$ cat config.mk
export PLATFORM = sky130hd
export DESIGN_NAME = adc_trigger_discriminator_flat
export DESIGN_NICKNAME = d
export VERILOG_FILES = /design/src/rtl/trig_pkg.sv /design/src/rtl/adc_trigger_discriminator_if.sv /design/src/rtl/trig_level_compare.sv /design/src/rtl/adc_trigger_discriminator.sv /design/src/flat_wrapper.sv
export SDC_FILE = /design/constraint.sdc
export NUM_CORES = 1
export LEC_CHECK = 0
export CORE_ASPECT_RATIO = 0.7
export CORE_MARGIN = 1
export CORE_UTILIZATION = 50
export DETAILED_ROUTE_END_ITERATION = 8
export PLACE_DENSITY = 0.86
export RECOVER_POWER = 50
export SYNTH_ARGS = -nofsm -noshare
export SYNTH_HDL_FRONTEND = slang
export SYNTH_SLANG_ARGS = --single-unit
$ cat constraint.sdc
create_clock -name clk -period 3.4 [get_ports clk]
set_clock_uncertainty 0.1 [all_clocks]
set_input_delay 0.34 -clock clk [delete_from_list [all_inputs] [get_ports clk]]
set_output_delay 0.34 -clock clk [all_outputs]
set_load 0.02 [all_outputs]
$ cat src/rtl/trig_pkg.sv
// Shared types and constants for the ADC trigger discriminator.
// Sample and counter widths, polarity codes and FSM state encoding.
package trig_pkg;
   localparam int unsigned SAMPLE_W = 14;
   localparam int unsigned CNT_W    = 16;

   localparam logic POL_RISING  = 1'b0;
   localparam logic POL_FALLING = 1'b1;

   typedef enum logic [2:0] {
      DISARMED,
      ARMED,
      CONFIRM,
      FIRE,
      HOLDOFF
   } trig_state_t;
endpackage

$ cat src/rtl/adc_trigger_discriminator_if.sv
// Sample/config inputs and trigger/status outputs of the trigger discriminator.
// The master drives samples and configuration; the slave is the discriminator.
interface adc_trigger_discriminator_if;
   import trig_pkg::*;

   logic [SAMPLE_W-1:0] signal;
   logic [SAMPLE_W-1:0] threshold;
   logic [SAMPLE_W-1:0] hysteresis;
   logic                polarity;
   logic                enable;
   logic                triggerOut;
   logic                busy;
   logic [CNT_W-1:0]    triggerCount;
   logic [CNT_W-1:0]    missedCount;

   modport master (
      output signal, threshold, hysteresis, polarity, enable,
      input  triggerOut, busy, triggerCount, missedCount
   );

   modport slave (
      input  signal, threshold, hysteresis, polarity, enable,
      output triggerOut, busy, triggerCount, missedCount
   );
endinterface

$ cat src/rtl/trig_level_compare.sv
// Combinational level compare: qualify and re-arm decisions for one sample.
// All arithmetic is one bit wider than the sample so nothing wraps.
module trig_level_compare
   import trig_pkg::*;
(
   input  logic [SAMPLE_W-1:0] sig_q,
   input  logic [SAMPLE_W-1:0] threshold,
   input  logic [SAMPLE_W-1:0] hysteresis,
   input  logic                polarity,
   output logic                qualify,
   output logic                rearm
);
   localparam logic [SAMPLE_W:0] SAMPLE_MAX = {1'b0, {SAMPLE_W{1'b1}}};

   logic [SAMPLE_W:0] s_w;
   logic [SAMPLE_W:0] t_w;
   logic [SAMPLE_W:0] h_w;
   logic [SAMPLE_W:0] low_lvl;
   logic [SAMPLE_W:0] high_lvl;

   assign s_w      = {1'b0, sig_q};
   assign t_w      = {1'b0, threshold};
   assign h_w      = {1'b0, hysteresis};
   assign low_lvl  = t_w - h_w;
   assign high_lvl = t_w + h_w;

   // An out-of-range re-arm level means the discriminator can never re-arm.
   always_comb begin
      qualify = 1'b0;
      rearm   = 1'b0;
      if (polarity == POL_RISING) begin
         qualify = (s_w >= t_w);
         rearm   = (t_w >= h_w) && (s_w < low_lvl);
      end else begin
         qualify = (s_w <= t_w);
         rearm   = (high_lvl <= SAMPLE_MAX) && (s_w > high_lvl);
      end
   end
endmodule

$ cat src/rtl/adc_trigger_discriminator.sv
// ADC threshold trigger: hysteresis re-arm, N-sample confirmation, hold-off,
// single-cycle registered trigger pulse and accepted/missed statistics.
module adc_trigger_discriminator
   import trig_pkg::*;
#(
   parameter int unsigned CONFIRM_SAMPLES = 4,
   parameter int unsigned HOLDOFF_CYCLES  = 2000
) (
   input  logic                        clk,
   input  logic                        reset,
   adc_trigger_discriminator_if.slave  bus
);
   localparam int unsigned CONF_W = $clog2(CONFIRM_SAMPLES + 1);
   localparam int unsigned HOLD_W = (HOLDOFF_CYCLES > 1) ? $clog2(HOLDOFF_CYCLES) : 1;
   localparam logic [CONF_W-1:0] CONF_LAST = CONF_W'(CONFIRM_SAMPLES);
   localparam logic [CONF_W-1:0] CONF_ONE  = CONF_W'(1);
   localparam logic [HOLD_W-1:0] HOLD_LAST = HOLD_W'(HOLDOFF_CYCLES - 1);

   logic [SAMPLE_W-1:0] sig_q;
   logic                qualify;
   logic                rearm;
   logic                qual_q;

   trig_state_t         state;
   trig_state_t         state_nx;
   logic [CONF_W-1:0]   conf_cnt;
   logic [CONF_W-1:0]   conf_nx;
   logic [HOLD_W-1:0]   hold_cnt;
   logic [HOLD_W-1:0]   hold_nx;

   logic                trig_q;
   logic                busy_q;
   logic [CNT_W-1:0]    trig_cnt;
   logic [CNT_W-1:0]    miss_cnt;

   trig_level_compare u_cmp (
      .sig_q      (sig_q),
      .threshold  (bus.threshold),
      .hysteresis (bus.hysteresis),
      .polarity   (bus.polarity),
      .qualify    (qualify),
      .rearm      (rearm)
   );

   // Terminal confirm count is tested before enable so a simultaneous
   // enable drop still lets the confirmed trigger fire.
   always_comb begin
      state_nx = state;
      conf_nx  = conf_cnt;
      hold_nx  = hold_cnt;
      unique case (state)
         DISARMED: begin
            conf_nx = '0;
            if (bus.enable && rearm) state_nx = ARMED;
         end
         ARMED: begin
            if (!bus.enable) begin
               state_nx = DISARMED;
               conf_nx  = '0;
            end else if (qualify) begin
               conf_nx  = CONF_ONE;
               state_nx = (CONFIRM_SAMPLES == 1) ? FIRE : CONFIRM;
            end
         end
         CONFIRM: begin
            if (conf_cnt == CONF_LAST) begin
               state_nx = FIRE;
               conf_nx  = '0;
            end else if (!bus.enable) begin
               state_nx = DISARMED;
               conf_nx  = '0;
            end else if (qualify) begin
               conf_nx  = conf_cnt + CONF_ONE;
            end else begin
               state_nx = ARMED;
               conf_nx  = '0;
            end
         end
         FIRE: begin
            state_nx = HOLDOFF;
            conf_nx  = '0;
            hold_nx  = '0;
         end
         HOLDOFF: begin
            if (hold_cnt == HOLD_LAST) begin
               state_nx = DISARMED;
               hold_nx  = '0;
            end else begin
               hold_nx  = hold_cnt + 1'b1;
            end
         end
         default: begin
            state_nx = DISARMED;
            conf_nx  = '0;
            hold_nx  = '0;
         end
      endcase
   end

   always_ff @(posedge clk or posedge reset) begin
      if (reset) begin
         sig_q    <= '0;
         qual_q   <= 1'b0;
         state    <= DISARMED;
         conf_cnt <= '0;
         hold_cnt <= '0;
         trig_q   <= 1'b0;
         busy_q   <= 1'b0;
         trig_cnt <= '0;
         miss_cnt <= '0;
      end else begin
         sig_q    <= bus.signal;
         qual_q   <= qualify;
         state    <= state_nx;
         conf_cnt <= conf_nx;
         hold_cnt <= hold_nx;
         // Outputs are registered from the next state so they align with it.
         trig_q   <= (state_nx == FIRE);
         busy_q   <= (state_nx == FIRE) || (state_nx == HOLDOFF);
         if (state_nx == FIRE) trig_cnt <= trig_cnt + 1'b1;
         if ((state == HOLDOFF) && qualify && !qual_q && (miss_cnt != '1))
            miss_cnt <= miss_cnt + 1'b1;
      end
   end

   assign bus.triggerOut   = trig_q;
   assign bus.busy         = busy_q;
   assign bus.triggerCount = trig_cnt;
   assign bus.missedCount  = miss_cnt;
endmodule

$ cat src/flat_wrapper.sv
// flat-port wrapper written by rule: the top's interface ports become plain ports
module adc_trigger_discriminator_flat import trig_pkg::*;
#(
   parameter int unsigned CONFIRM_SAMPLES = 4,
   parameter int unsigned HOLDOFF_CYCLES  = 2000
)
  (clk, reset, bus_signal, bus_threshold, bus_hysteresis, bus_polarity, bus_enable, bus_triggerOut, bus_busy, bus_triggerCount, bus_missedCount);
  adc_trigger_discriminator_if bus_i ();
  input  logic clk;
  input  logic reset;
  input wire logic [$bits(bus_i.signal)-1:0] bus_signal;
  input wire logic [$bits(bus_i.threshold)-1:0] bus_threshold;
  input wire logic [$bits(bus_i.hysteresis)-1:0] bus_hysteresis;
  input wire logic [$bits(bus_i.polarity)-1:0] bus_polarity;
  input wire logic [$bits(bus_i.enable)-1:0] bus_enable;
  output wire logic [$bits(bus_i.triggerOut)-1:0] bus_triggerOut;
  output wire logic [$bits(bus_i.busy)-1:0] bus_busy;
  output wire logic [$bits(bus_i.triggerCount)-1:0] bus_triggerCount;
  output wire logic [$bits(bus_i.missedCount)-1:0] bus_missedCount;
  assign bus_i.signal = bus_signal;
  assign bus_i.threshold = bus_threshold;
  assign bus_i.hysteresis = bus_hysteresis;
  assign bus_i.polarity = bus_polarity;
  assign bus_i.enable = bus_enable;
  assign bus_triggerOut = bus_i.triggerOut;
  assign bus_busy = bus_i.busy;
  assign bus_triggerCount = bus_i.triggerCount;
  assign bus_missedCount = bus_i.missedCount;
  adc_trigger_discriminator #(.CONFIRM_SAMPLES(CONFIRM_SAMPLES), .HOLDOFF_CYCLES(HOLDOFF_CYCLES)) u_core (.clk(clk), .reset(reset), .bus(bus_i));
endmodule
==> reports/qor.csv <==
metric,value,unit
status,"finished, violations left",
violations,"capacitance limit, slew limit, setup timing",
ff2ff_setup_slack,0.49,ns
avgSynthCellArea,9.05,sq um
layout-drive-gt1-share,16.7,%
synth.distinct_cells,56,
ir_drop,0.389,mV
cp.arrival,3.84,ns
place.port_buffers,79,
via_count,4880,
postCtsHoldBufs,0,
hold-path-cell-count,1,
hold_end,u_core.bus.triggerCount[15],
grt_max_degree,54,
dr.pass1.iters,5,
fill_cells,708,
drc,0,
finalWirelength,14.8,mm
grt_use_total,29.0,%
syn-cell-area,5080,sq um
routabilityCongestion,0.973,
antenna_found_initial,0,
synth_top_area_share,32.5,%
cts_root_buf,clkbuf_16,
cts.htree.levels,3,
crit_fanout,2,
path_class,in -> reg,
post-route-util,70.6,%
grt_pass1_wl,23.7,mm
final_nets,831,
p_per_area,396,nW/um^2
synthCells,561,
syn2layout_area_growth,36.2,%
worstPathRequired,3.54,ns
power.leakage,3.16,nW
synth_common_cells,"74 x ha_1, 66 x dfrtp_1, 53 x inv_1, 44 x xnor2_1, 40 x nor2_1",
netlist_top_cells_area,"dfrtp_1 33%, ha_1 18%, xnor2_1 7.6%",
max-slew-margin-rel,-36.8,%
clock_sinks,66,
tns,-0.300,ns
yosysMostFrequentCell,ha_1,
finalHoldViolCount,0,
io_pins,80,
grt_pass1_vias,4798,
dp_hpwl,11.1,mm
die_h,86.3,um
min_period,3.70,ns
maxCapViolCount,1,
synth_nets,683,
r2r-start,u_core.sig_q[12],
ys.flop_type,dfrtp_1,
yosysTopAreaCell,dfrtp_1,
clk_path_buf_depth,2,
ys_async_sr_fraction,100,%
drtAntennaViolNets,0,
die_x,122,um
hp-start,u_core.bus.triggerCount[15],
rsz0062_at_grt,yes,
core.rowCount,30,
path_clk_slew,0.05,ns
synth_edf_count,0,
cts_tree,done,
hold_class,reg -> reg,
start_util,51.8,%
synth-seq-area-share,32.5,%
r2r_end,u_core.bus.missedCount[15],
routedWlPerCell,17.6,um
fmax,270,MHz
path_cells,buf_8 > inv_4 > ha_4 > inv_2 > fa_2 > a21o_1 > a21oi_2 > o21a_1 > nor2b_1 > o21a_1 > o41a_1 > xnor2_1 > ha_1 > buf_6 > o21a_1 > o21ai_2 > buf_4 > a21oi_2 > or4_4 > a21o_1 > o2111ai_2,
slowest_delay,0.41,ns
ys_warn_count,0,
crit_path_frequent_cell,o21a_1,
clock_latency,0.32,ns
diodes,0,
min_period_over_period,109,%
drt_iter0_drc,485,
end_kind,flip-flop,
final_max_slew_viol_count,54,
core_area,9800,sq um
worst_slack,-0.300,ns
cts_made_buffers,9,
ys_ff_latch,66,
slowest_stage,or4_4,
die_area,10600,sq um
grt_overflow,0,
vias_per_cell,5.80,
reg2reg_depth,9,
tightest_slew,2.05,ns
setup_viol,1,
critPathLaunchType,primary input,
==> metal layers <==
metal / up-vias / share of wire [%] / global-route usage [%]
met5: - / 0 / 0
met4: 0 / 1.9 / 7.32
met3: 33 / 7.3 / 6.12
met2: 223 / 45 / 47.5
met1: 2347 / 46 / 39.1
li1: 2277 / - / -
==> through the flow <==
| stage | hold slack (ns) | power, mW | std cells | instance area, sq um | setup WS, ns |
|---|---|---|---|---|---|
| after CTS | 0.345 | 2.71 | 837 | 6870 | -0.350 |
| after global routing | 0.423 | 2.87 | 841 | 6920 | -0.440 |
| after floorplan | 0.271 | 1.37 | 561 | 5080 | -0.131 |
| after global placement | 0.360 | 1.73 | 819 | 6480 | -0.717 |
| after detailed placement | 0.366 | 1.76 | 819 | 6480 | -0.873 |
| final | 0.376 | 2.74 | 841 | 6920 | -0.300 |
==> critical path, delay by kind of cell <==
kind	cells	cell delay, ns
AOI/OAI and AO/OA	10	1.59
adders and majority gates	3	0.84
xor gates and xnor gates	1	0.14
and+or+nand+nor	2	0.46
buffers and inverters	5	0.45
==> layout by cell type (no fill, tap or decap), drive strengths merged, types with 3 or more instances in the layout <==
master / Yosys / layout
a211oi: 3 / 3
a21o: 5 / 5
a21oi: 33 / 33
a22o: 4 / 4
a31oi: 6 / 6
and3: 11 / 11
buf: 2 / 72
clkbuf: 11 / 12
clkdlybuf4s50: 0 / 51
dfrtp: 66 / 66
dlygate4sd2: 0 / 6
dlygate4sd3: 0 / 16
dlymetal6s2s: 0 / 3
ha: 74 / 74
inv: 53 / 53
mux2: 4 / 4
nand2: 31 / 31
nand2b: 8 / 8
nand3: 27 / 27
nand4: 25 / 25
nor2: 41 / 41
nor2b: 9 / 9
nor3: 8 / 8
nor4: 4 / 4
o211ai: 4 / 4
o21a: 6 / 6
o21ai: 26 / 26
o21bai: 6 / 6
o31ai: 3 / 3
or2: 3 / 3
or4: 4 / 4
xnor2: 44 / 44
xor2: 14 / 14
==> cell type report <==
cell class                      instances  area (sq um)  area share, %
Sequential cell                        66          1650           23.9
Inverter                               53           204           2.95
Clock inverter                          5          55.1          0.796
Clock buffer                           10           239           3.46
Tap cell                              128           160           2.32
Timing Repair Buffer                  150          1330           19.2
Multi-Input combinational cell        429          3280           47.4
==> state kept, by name, summed over array words and instances (netlist names) <==
signal	count
u_core.state	3
u_core.sig_q	14
u_core.conf_cnt	3
u_core.hold_cnt	11
u_core.bus.busy	1
u_core.qual_q	1
u_core.bus.triggerCount	16
u_core.bus.triggerOut	1
u_core.bus.missedCount	16
==> how the worst max path moves through the flow <==
stage                           end               from  slack, ns
floorplan           u_core.state[0]   bus_threshold[0]      -0.13
global placement    u_core.state[0]  bus_hysteresis[0]      -0.72
detailed placement  u_core.state[0]  bus_hysteresis[0]      -0.87
CTS                 u_core.state[0]   bus_threshold[0]      -0.35
global route        u_core.state[0]   bus_threshold[0]      -0.44
finish              u_core.state[0]   bus_threshold[0]      -0.30
==> what timing repair did <==
| item | CTS | global route |
|---|---|---|
| endpoints found under the hold margin | 0 | 0 |
| pin swaps | 17 | 16 |
| buffers inserted | 3 | 4 |
| endpoints found under the setup margin | 1 | 1 |
| resized for setup | 39 | 9 |
==> power breakdown <==
group	leakage, nW	internal, mW	total [mW]	switching, mW
Sequential	0.851	0.830	0.901	0.0713
Combinational	2.17	0.449	0.917	0.468
Clock	0.140	0.580	0.921	0.341
Total	3.16	1.86	2.74	0.881
==> cells by family after synthesis <==
kind of cell | share of synthesized area (%)
and+or+nand+nor | 18.6
AOI/OAI and AO/OA | 14.1
adders and majority gates | 19.0
buffers and inverters | 4.90
DFF | 32.5
xor gates and xnor gates | 10.0
muxes | 0.887
(Power assumes the default switching activity.)
